### config.mk
export PLATFORM = sky130hd
export DESIGN_NAME = gpr_wb_arbiter
export DESIGN_NICKNAME = d
export VERILOG_FILES = /design/src/rtl/gpr_wb_arbiter.sv
export SDC_FILE = /design/constraint.sdc
export NUM_CORES = 1
export LEC_CHECK = 0
export ABC_AREA = 1
export BUFFER_PORTS_ARGS = -buffer_cell sky130_fd_sc_hd__clkbuf_2
export CORE_ASPECT_RATIO = 0.7
export CORE_MARGIN = 4
export CORE_UTILIZATION = 46
export CTS_CLUSTER_SIZE = 40
export DETAILED_ROUTE_END_ITERATION = 16
export GPL_TIMING_DRIVEN = 0
export HOLD_SLACK_MARGIN = 0.1
export PLACE_DENSITY = 0.78
export SLEW_MARGIN = 20
export SYNTH_ARGS = -nofsm -noshare
export SYNTH_HDL_FRONTEND = slang
export SYNTH_SLANG_ARGS = --single-unit
### constraint.sdc
create_clock -name clk -period 4.92 [get_ports clk]
set_clock_uncertainty 0.2 [all_clocks]
set_input_delay 0.738 -clock clk [delete_from_list [all_inputs] [get_ports clk]]
set_output_delay 0.738 -clock clk [all_outputs]
set_load 0.02 [all_outputs]
### src/rtl/gpr_wb_arbiter.sv
// gpr_wb_arbiter: shares the single gpr write port between the LSU and the
// MDU writeback paths, registers the winning write, and keeps a pending-write
// scoreboard that drives the RAW/WAW issue stall.
//
// Handshake: a request fires when X_wb_valid & X_wb_ready. Requesters hold
// valid/rd/data stable until fire. Ready is combinational from the valids and
// last_grant and is never high without its valid (and never high in reset).
module gpr_wb_arbiter #(
  parameter int XLEN   = 64,
  parameter int REG_AW = 5
) (
  input  logic              clk,
  input  logic              rst_n,
  input  logic              issue_valid,
  input  logic              issue_rd_wen,
  input  logic [REG_AW-1:0] issue_rd,
  input  logic [REG_AW-1:0] issue_rs1,
  input  logic [REG_AW-1:0] issue_rs2,
  output logic              issue_stall,
  input  logic              lsu_wb_valid,
  input  logic [REG_AW-1:0] lsu_wb_rd,
  input  logic [XLEN-1:0]   lsu_wb_data,
  output logic              lsu_wb_ready,
  input  logic              mdu_wb_valid,
  input  logic [REG_AW-1:0] mdu_wb_rd,
  input  logic [XLEN-1:0]   mdu_wb_data,
  output logic              mdu_wb_ready,
  output logic              gpr_wen,
  output logic [REG_AW-1:0] gpr_rd,
  output logic [XLEN-1:0]   gpr_wdata,
  output logic [31:0]       busy_vec
);

  localparam logic GRANT_LSU = 1'b0;
  localparam logic GRANT_MDU = 1'b1;

  logic              last_grant_q, last_grant_d;
  logic              gpr_wen_q, gpr_wen_d;
  logic [REG_AW-1:0] gpr_rd_q, gpr_rd_d;
  logic [XLEN-1:0]   gpr_wdata_q, gpr_wdata_d;
  logic [31:0]       busy_q, busy_d;

  logic              grant_lsu, grant_mdu, wb_fire;
  logic [REG_AW-1:0] sel_rd;
  logic [XLEN-1:0]   sel_data;
  logic              issue_fire;

  // Round-robin grant: a lone requester wins; on a tie the one not granted last wins.
  always_comb begin
    grant_lsu = rst_n & lsu_wb_valid & (~mdu_wb_valid | (last_grant_q == GRANT_MDU));
    grant_mdu = rst_n & mdu_wb_valid & (~lsu_wb_valid | (last_grant_q == GRANT_LSU));
    wb_fire   = grant_lsu | grant_mdu;
    sel_rd    = grant_mdu ? mdu_wb_rd   : lsu_wb_rd;
    sel_data  = grant_mdu ? mdu_wb_data : lsu_wb_data;
  end

  assign lsu_wb_ready = grant_lsu;
  assign mdu_wb_ready = grant_mdu;

  // Next state of the output write register and the grant pointer.
  always_comb begin
    last_grant_d = last_grant_q;
    gpr_wen_d    = 1'b0;
    gpr_rd_d     = gpr_rd_q;
    gpr_wdata_d  = gpr_wdata_q;
    if (wb_fire) begin
      last_grant_d = grant_mdu ? GRANT_MDU : GRANT_LSU;
      gpr_wen_d    = (sel_rd != '0);
      gpr_rd_d     = sel_rd;
      gpr_wdata_d  = sel_data;
    end
  end

  // Stall only looks at issue inputs and current busy bits (bit 0 is always clear).
  always_comb begin
    issue_stall = issue_valid & (busy_q[issue_rs1] | busy_q[issue_rs2] |
                                 (issue_rd_wen & busy_q[issue_rd]));
    issue_fire  = issue_valid & ~issue_stall;
  end

  // Scoreboard: clear on commit, then set on issue so a same-index set wins.
  always_comb begin
    busy_d = busy_q;
    if (gpr_wen_q) busy_d[gpr_rd_q] = 1'b0;
    if (issue_fire & issue_rd_wen & (issue_rd != '0)) busy_d[issue_rd] = 1'b1;
    busy_d[0] = 1'b0;
  end

  // State registers; reset drops any pending write and clears the scoreboard.
  always_ff @(posedge clk or negedge rst_n) begin
    if (!rst_n) begin
      last_grant_q <= GRANT_MDU;
      gpr_wen_q    <= 1'b0;
      gpr_rd_q     <= '0;
      gpr_wdata_q  <= '0;
      busy_q       <= '0;
    end else begin
      last_grant_q <= last_grant_d;
      gpr_wen_q    <= gpr_wen_d;
      gpr_rd_q     <= gpr_rd_d;
      gpr_wdata_q  <= gpr_wdata_d;
      busy_q       <= busy_d;
    end
  end

  assign gpr_wen   = gpr_wen_q;
  assign gpr_rd    = gpr_rd_q;
  assign gpr_wdata = gpr_wdata_q;
  assign busy_vec  = busy_q;

endmodule

==> results of run 1 <==
-- sequential cells by signal, summed over array words and instances, names as in the netlist --
name / count
busy_vec: 31
gpr_wen: 1
last_grant_q: 1
gpr_wdata: 64
gpr_rd: 5
-- cell usage after synthesis --
master                     count  share of area, %
sky130_fd_sc_hd__o21ai_1       5              0.43
sky130_fd_sc_hd__buf_2        12               1.0
sky130_fd_sc_hd__inv_2         1             0.064
sky130_fd_sc_hd__a21oi_1      65               5.5
sky130_fd_sc_hd__clkbuf_1     18               1.1
sky130_fd_sc_hd__nor2_1      103               6.6
sky130_fd_sc_hd__mux2i_1       5              0.85
sky130_fd_sc_hd__inv_4         1              0.11
sky130_fd_sc_hd__o211ai_1      1              0.13
sky130_fd_sc_hd__dfrtp_1     101                43
sky130_fd_sc_hd__dfstp_2       1              0.45
sky130_fd_sc_hd__nor2_4        1              0.19
sky130_fd_sc_hd__nand3_2      10               1.7
sky130_fd_sc_hd__and3_1        1              0.11
sky130_fd_sc_hd__nand3_1      87               7.4
sky130_fd_sc_hd__o21ai_0     110               9.4
sky130_fd_sc_hd__conb_1        1             0.064
sky130_fd_sc_hd__nand2_1     231                15
sky130_fd_sc_hd__nor3_1        8              0.68
sky130_fd_sc_hd__a21boi_2      1              0.19
sky130_fd_sc_hd__buf_1         6              0.38
sky130_fd_sc_hd__inv_1        57               3.6
sky130_fd_sc_hd__buf_4         4              0.51
sky130_fd_sc_hd__buf_6         8               1.5
sky130_fd_sc_hd__a31oi_1       1              0.11
sky130_fd_sc_hd__or2_2         1              0.11
sky130_fd_sc_hd__nand2_2       1              0.11
-- routing by layer --
| layer | wire, um | up-vias | share of wire [%] | track usage [%] |
|---|---|---|---|---|
| met5 | 0 | - | 0 | 0 |
| met4 | 397 | 0 | 1.9 | 6.95 |
| met2 | 9010 | 336 | 44 | 42.1 |
| met3 | 1910 | 24 | 9.3 | 5.61 |
| met1 | 9160 | 3072 | 45 | 40.9 |
| li1 | - | 3275 | - | - |
-- worst max-delay path by stage --
| stage | to | depth (start not counted) | from |
|---|---|---|---|
| 3_3_place_gp | mdu_wb_ready | 7 | rst_n |
| 3_5_place_dp | mdu_wb_ready | 8 | rst_n |
| 4_1_cts | mdu_wb_ready | 9 | rst_n |
| 2_1_floorplan | issue_stall | 11 | issue_rd[0] |
| 6_report | mdu_wb_ready | 9 | rst_n |
| 5_1_grt | mdu_wb_ready | 9 | rst_n |
-- cells by family after synthesis --
logic type,count (synthesis)
other,1
multiplexers,5
AND/OR/NAND/NOR,443
flip-flops,102
AO/OA/AOI/OAI,183
buffers and inverters,107
-- area by class of cell --
type	instances	area, um^2	area share [%]
Buffer	48	270	3.49
Timing Repair Buffer	260	1340	17.3
Clock inverter	6	87.6	1.13
Tap cell	162	203	2.62
Clock buffer	9	225	2.91
Multi-Input combinational cell	632	2840	36.7
Inverter	59	224	2.89
Sequential cell	102	2550	33.0
-- report_power, final --
group | switching (mW) | total (mW) | internal, mW
Sequential | 0.267 | 1.35 | 1.09
Clock | 0.301 | 0.744 | 0.443
Combinational | 0.887 | 1.34 | 0.456
Total | 1.46 | 3.44 | 1.98
-- stage by stage --
stage               area, um^2  cells
global route              7740   1278
detailed placement        7420   1262
floorplan                 5890    841
CTS                       7740   1278
finish                    7740   1278
global placement          7380   1261
-- critical path: cells and delay by family --
family	cells	cell delay, ns
buffers and inverters	7	2.09
and+or+nand+nor	2	0.35
==> PnR_summary.wiki, run 1 <==
{| class="wikitable"
! Metric !! Value
|-
| Run status || finished, final reports clean
|-
| Largest net degree at the start of global routing || 87
|-
| Total detailed-routing wirelength || 20.5 mm
|-
| Floorplan die width || between 100 and 150 um
|-
| Count of pins over their slew limit || 0
|-
| Arrival time worst endpoint || roughly 3.2 ns
|-
| Violation count after the first detailed-routing iteration || 548
|-
| Worst Tran Pin Value || around 0.53 ns
|-
| Highest-count cells in the layout ignoring fill and taps || sky130_fd_sc_hd__clkbuf_2, sky130_fd_sc_hd__nand2_1, sky130_fd_sc_hd__o21ai_0, sky130_fd_sc_hd__nor2_1, sky130_fd_sc_hd__dfrtp_1
|-
| Site row count || 34
|-
| Setup slack of the critical path after layout || 0.747 ns
|-
| Setup slack of the worst register-to-register path || 2.51 ns
|-
| Power per cell area || ~440 mW/mm^2
|-
| Total congestion overflow after global routing || 0
|-
| Relative max-transition margin || between 60% and 70%
|-
| Post-synthesis xor/xnor area fraction || 0%
|-
| Layout Nets || between 1000 and 1500
|-
| Number of gates resized after CTS || 0
|-
| Routability-driven placement congestion ratio || between 0.9 and 1
|-
| Final min period || about 4.2 ns
|-
| Vias after detailed routing || 6707
|-
| Type of the most critical hold path || reg2reg
|-
| Initial antenna violation count || 0
|-
| Number of global-route vias before repair || about 6200
|-
| Number of primary I/O pins || 264
|-
| Setup repair after global routing missed its margin || false
|-
| Share of final-layout standard cells stronger than drive strength 1 || around 28%
|-
| Post-route DRC || 0
|-
| Area of the placeable core || around 0.012 mm^2
|-
| Worst-case hold path end point || gpr_wdata[49]
|-
| R2r endpoint || gpr_wdata[29]
|-
| Synth-to-Final Area Change || 31.5%
|-
| Setup crit end kind || output pin
|-
| Data required time at the worst endpoint || 3.98 ns
|-
| Global-route wire length before repair || approximately 32 mm
|-
| Hold Worst Slack || between 0.2 and 0.3 ns
|-
| Cts bufs inserted || 9
|-
| Worst Reg2Reg Path Length in Cells || 8
|-
| Fin crit share || 84.8%
|-
| Max Clock Freq || 240 MHz
|-
| Clk Latency, worst-skew pair || 0.33 ns
|-
| Global routing usage summed across all routing layers || between 20% and 30%
|-
| Dominant combinational cell family by area after synthesis || simple AND/OR/NAND/NOR gates
|-
| Post-synthesis compound-gate area fraction || roughly 16%
|-
| Highest-delay cell along the critical path || sky130_fd_sc_hd__dlygate4sd3_1
|-
| Diode count || 0
|-
| Final core utilization || 62.1%
|-
| Average cell area after synthesis || 7.00 um^2
|-
| Launch instance of the worst min-delay path || gpr_wdata[49]
|-
| CTS tree || done
|-
| Synthesized netlist cell count || 841
|-
| Worst hold path depth || 2
|-
| IO buf count || 258
|-
| CTS sink cnt || 102
|-
| Setup violations, final || 0
|-
| Maximum number of buffers from clock root to sink || 2
|-
| Hold-fix buffers, CTS || 1
|-
| Multiplexer share of the synthesized area || less than 1%
|-
| Number of search-and-repair iterations in the first detailed-routing pass || 5
|-
| Synth Warn # || 0
|-
| Vertical die dimension || 103 um
|-
| Sequential element share of the synthesized area || 43.4%
|-
| Max cap viols || 0
|-
| Die outline area || 0.0147 mm^2
|-
| Number of different library cells in the post-synthesis netlist || 27
|-
| Count of filler cells inserted in the layout || 1172
|-
| Crit path max fanout || 86
|-
| Worst slack at placement || roughly 1.4 ns
|-
| Number of nets still failing antenna checks after routing || 0
|-
| Deepest level of the CTS H-tree || 3
|-
| Post-CTS Setup Inserts || 0
|-
| Area share of and/or/nand/nor cells after synthesis || about a third
|-
| Post-detailed-route wirelength per cell || around 16 um
|-
| Post-DP HPWL || 16.5 mm
|-
| Element type at the critical path start || primary input
|-
| Total Power Consumption || ~3.4 mW
|-
| Cells along the critical path || dlygate4sd3_1 -> clkbuf_8 -> buf_16 -> nand2_1 -> inv_1 -> nand2_1 -> inv_1 -> clkbuf_1 -> clkbuf_2
|-
| Net count after synthesis || 1000
|-
| Post-synthesis instance area || between 0.005 and 0.006 mm^2
|-
| Critical path class || in2out
|-
| Largest stage delay on the critical path || about 0.56 ns
|-
| Leakage || between 4 and 5 nW
|-
| Cell chosen for the clock root || sky130_fd_sc_hd__clkbuf_16
|-
| Share of synthesized cell area in full adder, half adder and majority cells || 0%
|-
| Final Hold Fails || 0
|-
| Setup TNS || 0 ns
|-
| Most common library cell in the layout ignoring fill and taps || sky130_fd_sc_hd__clkbuf_2
|-
| Clk pin slew, worst setup/hold paths || around 0.070 ns
|-
| Peak ir drop on the vdd network || about 290 uV
|-
| Post-detailed-route via-to-cell ratio || roughly 5.2
|-
| Initial Utilization || a little under half
|-
| Reg2Reg Launch Point || last_grant_q
|-
| Synth Register Bits || slightly above 100
|}
(Power assumes the default switching activity.)
==> run 2, diff against run 1 <==
Settings changed: CORE_UTILIZATION 46 to 43, PLACE_DENSITY 0.78 to 0.77.
Clock period 4.92 ns to 3.5 ns, I/O delays scaled along.
==> run 2 against run 1 <==
Core utilization fell by 3.3 points. Count of clock-buffer cells in the layout increased by 3. Non-clock buffer count up 2. Worst hold slack got worse by 0.024 ns. Critical path type unchanged. Largest power group unchanged.
==> PnR_summary.wiki, run 2 (synthesis gave the netlist of run 1 again) <==
{| class="wikitable"
! Metric !! Value
|-
| Deepest level of the CTS H-tree || 3 (unchanged)
|-
| Setup repair after global routing missed its margin || false
|-
| Clk pin slew, worst setup/hold paths || 0.07 ns (about the same)
|-
| Run status || finished, final reports clean
|-
| Cell chosen for the clock root || sky130_fd_sc_hd__clkbuf_16
|-
| Final core utilization || 58.8% (-3.3 points)
|-
| Buffering stage count on the worst path with inverters included || 7 (unchanged)
|-
| Most common library cell in the layout ignoring fill and taps || sky130_fd_sc_hd__clkbuf_2
|-
| Die outline area || 0.0157 mm^2 (+6.5%)
|-
| Number of primary I/O pins || 264 (unchanged)
|-
| Post-detailed-route via-to-cell ratio || 5.22 (-0.49%)
|-
| Site row count || 35 (+2.9%)
|-
| Post-Place Cells || 1285 (+1.8%)
|-
| Floorplan die width || 148 um (+3.2%)
|-
| Crit path max fanout || 10 (-88%)
|-
| Largest stage delay on the critical path || 0.54 ns (-0.02 ns)
|-
| Cts bufs inserted || 9 (unchanged)
|-
| Max Clock Freq || between 300 and 400 MHz
|-
| Maximum number of buffers from clock root to sink || 2 (unchanged)
|-
| Data required time at the worst endpoint || 2.77 ns (-1.21 ns)
|-
| Number of nets still failing antenna checks after routing || 0 (unchanged)
|-
| R2r endpoint || gpr_wdata[25]
|-
| CTS tree || done
|-
| Synth-to-Final Area Change || 32.6%
|-
| Cells along the critical path || dlygate4sd3_1 -> clkbuf_8 -> buf_16 -> nand2_1 -> inv_1 -> nand2_1 -> inv_1 -> clkbuf_1 -> clkbuf_2
|-
| Element type at the critical path start || primary input
|-
| Count of pins over their slew limit || 0 (unchanged)
|-
| Initial antenna violation count || 0 (unchanged)
|-
| Layout Nets || 1273 (+0.16%)
|-
| Clk Latency, worst-skew pair || 0.33 ns (about the same)
|-
| Total congestion overflow after global routing || 0 (unchanged)
|-
| Post-DP HPWL || 17.2 mm (+4.2%)
|-
| Total detailed-routing wirelength || 21.6 mm (+5.5%)
|-
| Setup slack of the worst register-to-register path || 1.19 ns (-1.32 ns)
|-
| Max cap viols || 0 (unchanged)
|-
| Number of gates resized after CTS || 0 (unchanged)
|-
| Violation count after the first detailed-routing iteration || 623 (+14%)
|-
| Share of final-layout standard cells stronger than drive strength 1 || 28.2% (about the same)
|-
| Area of all placed cells without fillers || 0.00780 mm^2 (+0.84%)
|-
| Global-route wire length before repair || 33.7 mm (+4.3%)
|-
| Initial Utilization || 44.4% (-2.9 points)
|-
| Critical path class || in2out
|-
| Final Hold Fails || 0 (unchanged)
|-
| Relative max-transition margin || 58.3% (-6.7 points)
|-
| Worst Tran Pin Value || 0.623 ns (+0.0978 ns)
|-
| Worst hold path depth || 3 (+1)
|-
| Largest net degree at the start of global routing || 89 (+2.3%)
|-
| Diode count || 0 (unchanged)
|-
| Launch instance of the worst min-delay path || mdu_wb_data[26]
|-
| Count of filler cells inserted in the layout || 1266 (+8.0%)
|-
| Routability-driven placement congestion ratio || 1.00 (+6.9%)
|-
| Area of the placeable core || 0.0133 mm^2 (+6.5%)
|-
| Setup TNS || 0 ns (unchanged)
|-
| Number of flip-flops under the largest register name || 64 (unchanged)
|-
| Setup crit end kind || output pin
|-
| Worst Reg2Reg Path Length in Cells || 8 (unchanged)
|-
| Post-CTS Setup Inserts || 0 (unchanged)
|-
| Number of global-route vias before repair || 6219 (+0.99%)
|-
| Global routing usage summed across all routing layers || 27.1% (-0.65 points)
|-
| CTS sink cnt || 102 (unchanged)
|-
| Highest-delay cell along the critical path || sky130_fd_sc_hd__dlygate4sd3_1
|-
| Power per cell area || 622 mW/mm^2 (+40%)
|-
| Worst-case hold path end point || gpr_wdata[26]
|-
| Final std cells w/o fill || 1304 (+2.0%)
|-
| Reg2Reg Launch Point || last_grant_q
|-
| Arrival time worst endpoint || 2.49 ns (-0.75 ns)
|-
| Peak ir drop on the vdd network || 289 uV (+1.0%)
|-
| Family with the most delay on the worst path || buffers and inverters
|-
| Highest-count cells in the layout ignoring fill and taps || sky130_fd_sc_hd__clkbuf_2, sky130_fd_sc_hd__nand2_1, sky130_fd_sc_hd__o21ai_0, sky130_fd_sc_hd__nor2_1, sky130_fd_sc_hd__dfrtp_1
|-
| Post-route DRC || 0 (unchanged)
|-
| Leakage || 4.12 nW (+0.26%)
|-
| Vias after detailed routing || 6810 (+1.5%)
|-
| Number of search-and-repair iterations in the first detailed-routing pass || 8 (+3)
|-
| Final min period || about 3.2 ns
|-
| Fin crit share || 91.9%
|-
| Post-DP Area || 0.00745 mm^2 (+0.39%)
|-
| Setup violations, final || 0 (unchanged)
|-
| IO buf count || 258 (unchanged)
|-
| Vertical die dimension || 106 um (+3.2%)
|-
| Post-detailed-route wirelength per cell || 16.6 um (+3.4%)
|-
| Type of the most critical hold path || in2reg
|}
-- run 2: cell types whose count changed in the layout (fill, tap and decap cells not counted) --
| cell | change |
|---|---|
| sky130_fd_sc_hd__buf_16 | +1 |
| sky130_fd_sc_hd__clkbuf_1 | +1 |
| sky130_fd_sc_hd__clkinv_2 | -2 |
| sky130_fd_sc_hd__bufinv_16 | -1 |
| sky130_fd_sc_hd__dlygate4sd3_1 | +1 |
| sky130_fd_sc_hd__clkbuf_8 | +2 |
| sky130_fd_sc_hd__clkinvlp_4 | +1 |
-- run 2: area by class of cell --
class | instances | area, um^2 | share of cell area, %
flip-flops and latches | 102 | 2550 | 32.7
clock buffers | 12 | 256 | 3.29
clock inverters | 4 | 55.1 | 0.705
multi-input cells | 632 | 2840 | 36.4
inverters | 59 | 224 | 2.87
well taps | 185 | 231 | 2.97
repair buffers | 262 | 1380 | 17.6
plain buffers | 48 | 270 | 3.46
-- run 2: worst max path at each step --
stage | from | to | slack (ns) | depth (start not counted)
2_1_floorplan | issue_rd[0] | issue_stall | 1.20 | 11
4_1_cts | rst_n | mdu_wb_ready | 0.34 | 9
5_1_grt | rst_n | mdu_wb_ready | 0.11 | 9
6_report | rst_n | mdu_wb_ready | 0.28 | 9
3_3_place_gp | rst_n | mdu_wb_ready | -0.96 | 7
3_5_place_dp | rst_n | mdu_wb_ready | 0.45 | 8
-- run 2: timing repair --
action / 4_1_cts / 5_1_grt
hold buffers: 3 / 0
endpoints found under the hold margin: 13 / 0
setup endpoints to repair: 0 / 0
-- run 2: where the power goes --
group	switching (mW)	total, mW	internal (mW)
Sequential	0.382	1.91	1.53
Clock	0.437	1.03	0.597
Combinational	1.27	1.91	0.645
-- run 2: worst min-delay path: stages --
cell and delay, ns:
sky130_fd_sc_hd__clkbuf_2 0.07, sky130_fd_sc_hd__nor2_1 0.03, sky130_fd_sc_hd__o21ai_0 0.13
-- run 2: metal layers --
metal	global-route usage [%]	share of wire, %	wire [um]	vias to the layer above
met5	0	0	0	-
li1	-	-	-	3284
met1	41.6	46	9950	3192
met4	6.00	1.6	337	0
met2	38.6	42	9110	310
met3	6.60	10	2190	24
-- run 2: per-stage QoR --
stage / power [mW] / setup slack (ns) / hold slack [ns]
after floorplan: 2.99 / 1.20 / 0.0294
after global placement: 3.77 / -0.964 / 0.269
after detailed placement: 3.82 / 0.446 / 0.178
after CTS: 4.86 / 0.339 / 0.259
after global routing: 5.16 / 0.109 / 0.262
final: 4.85 / 0.285 / 0.261
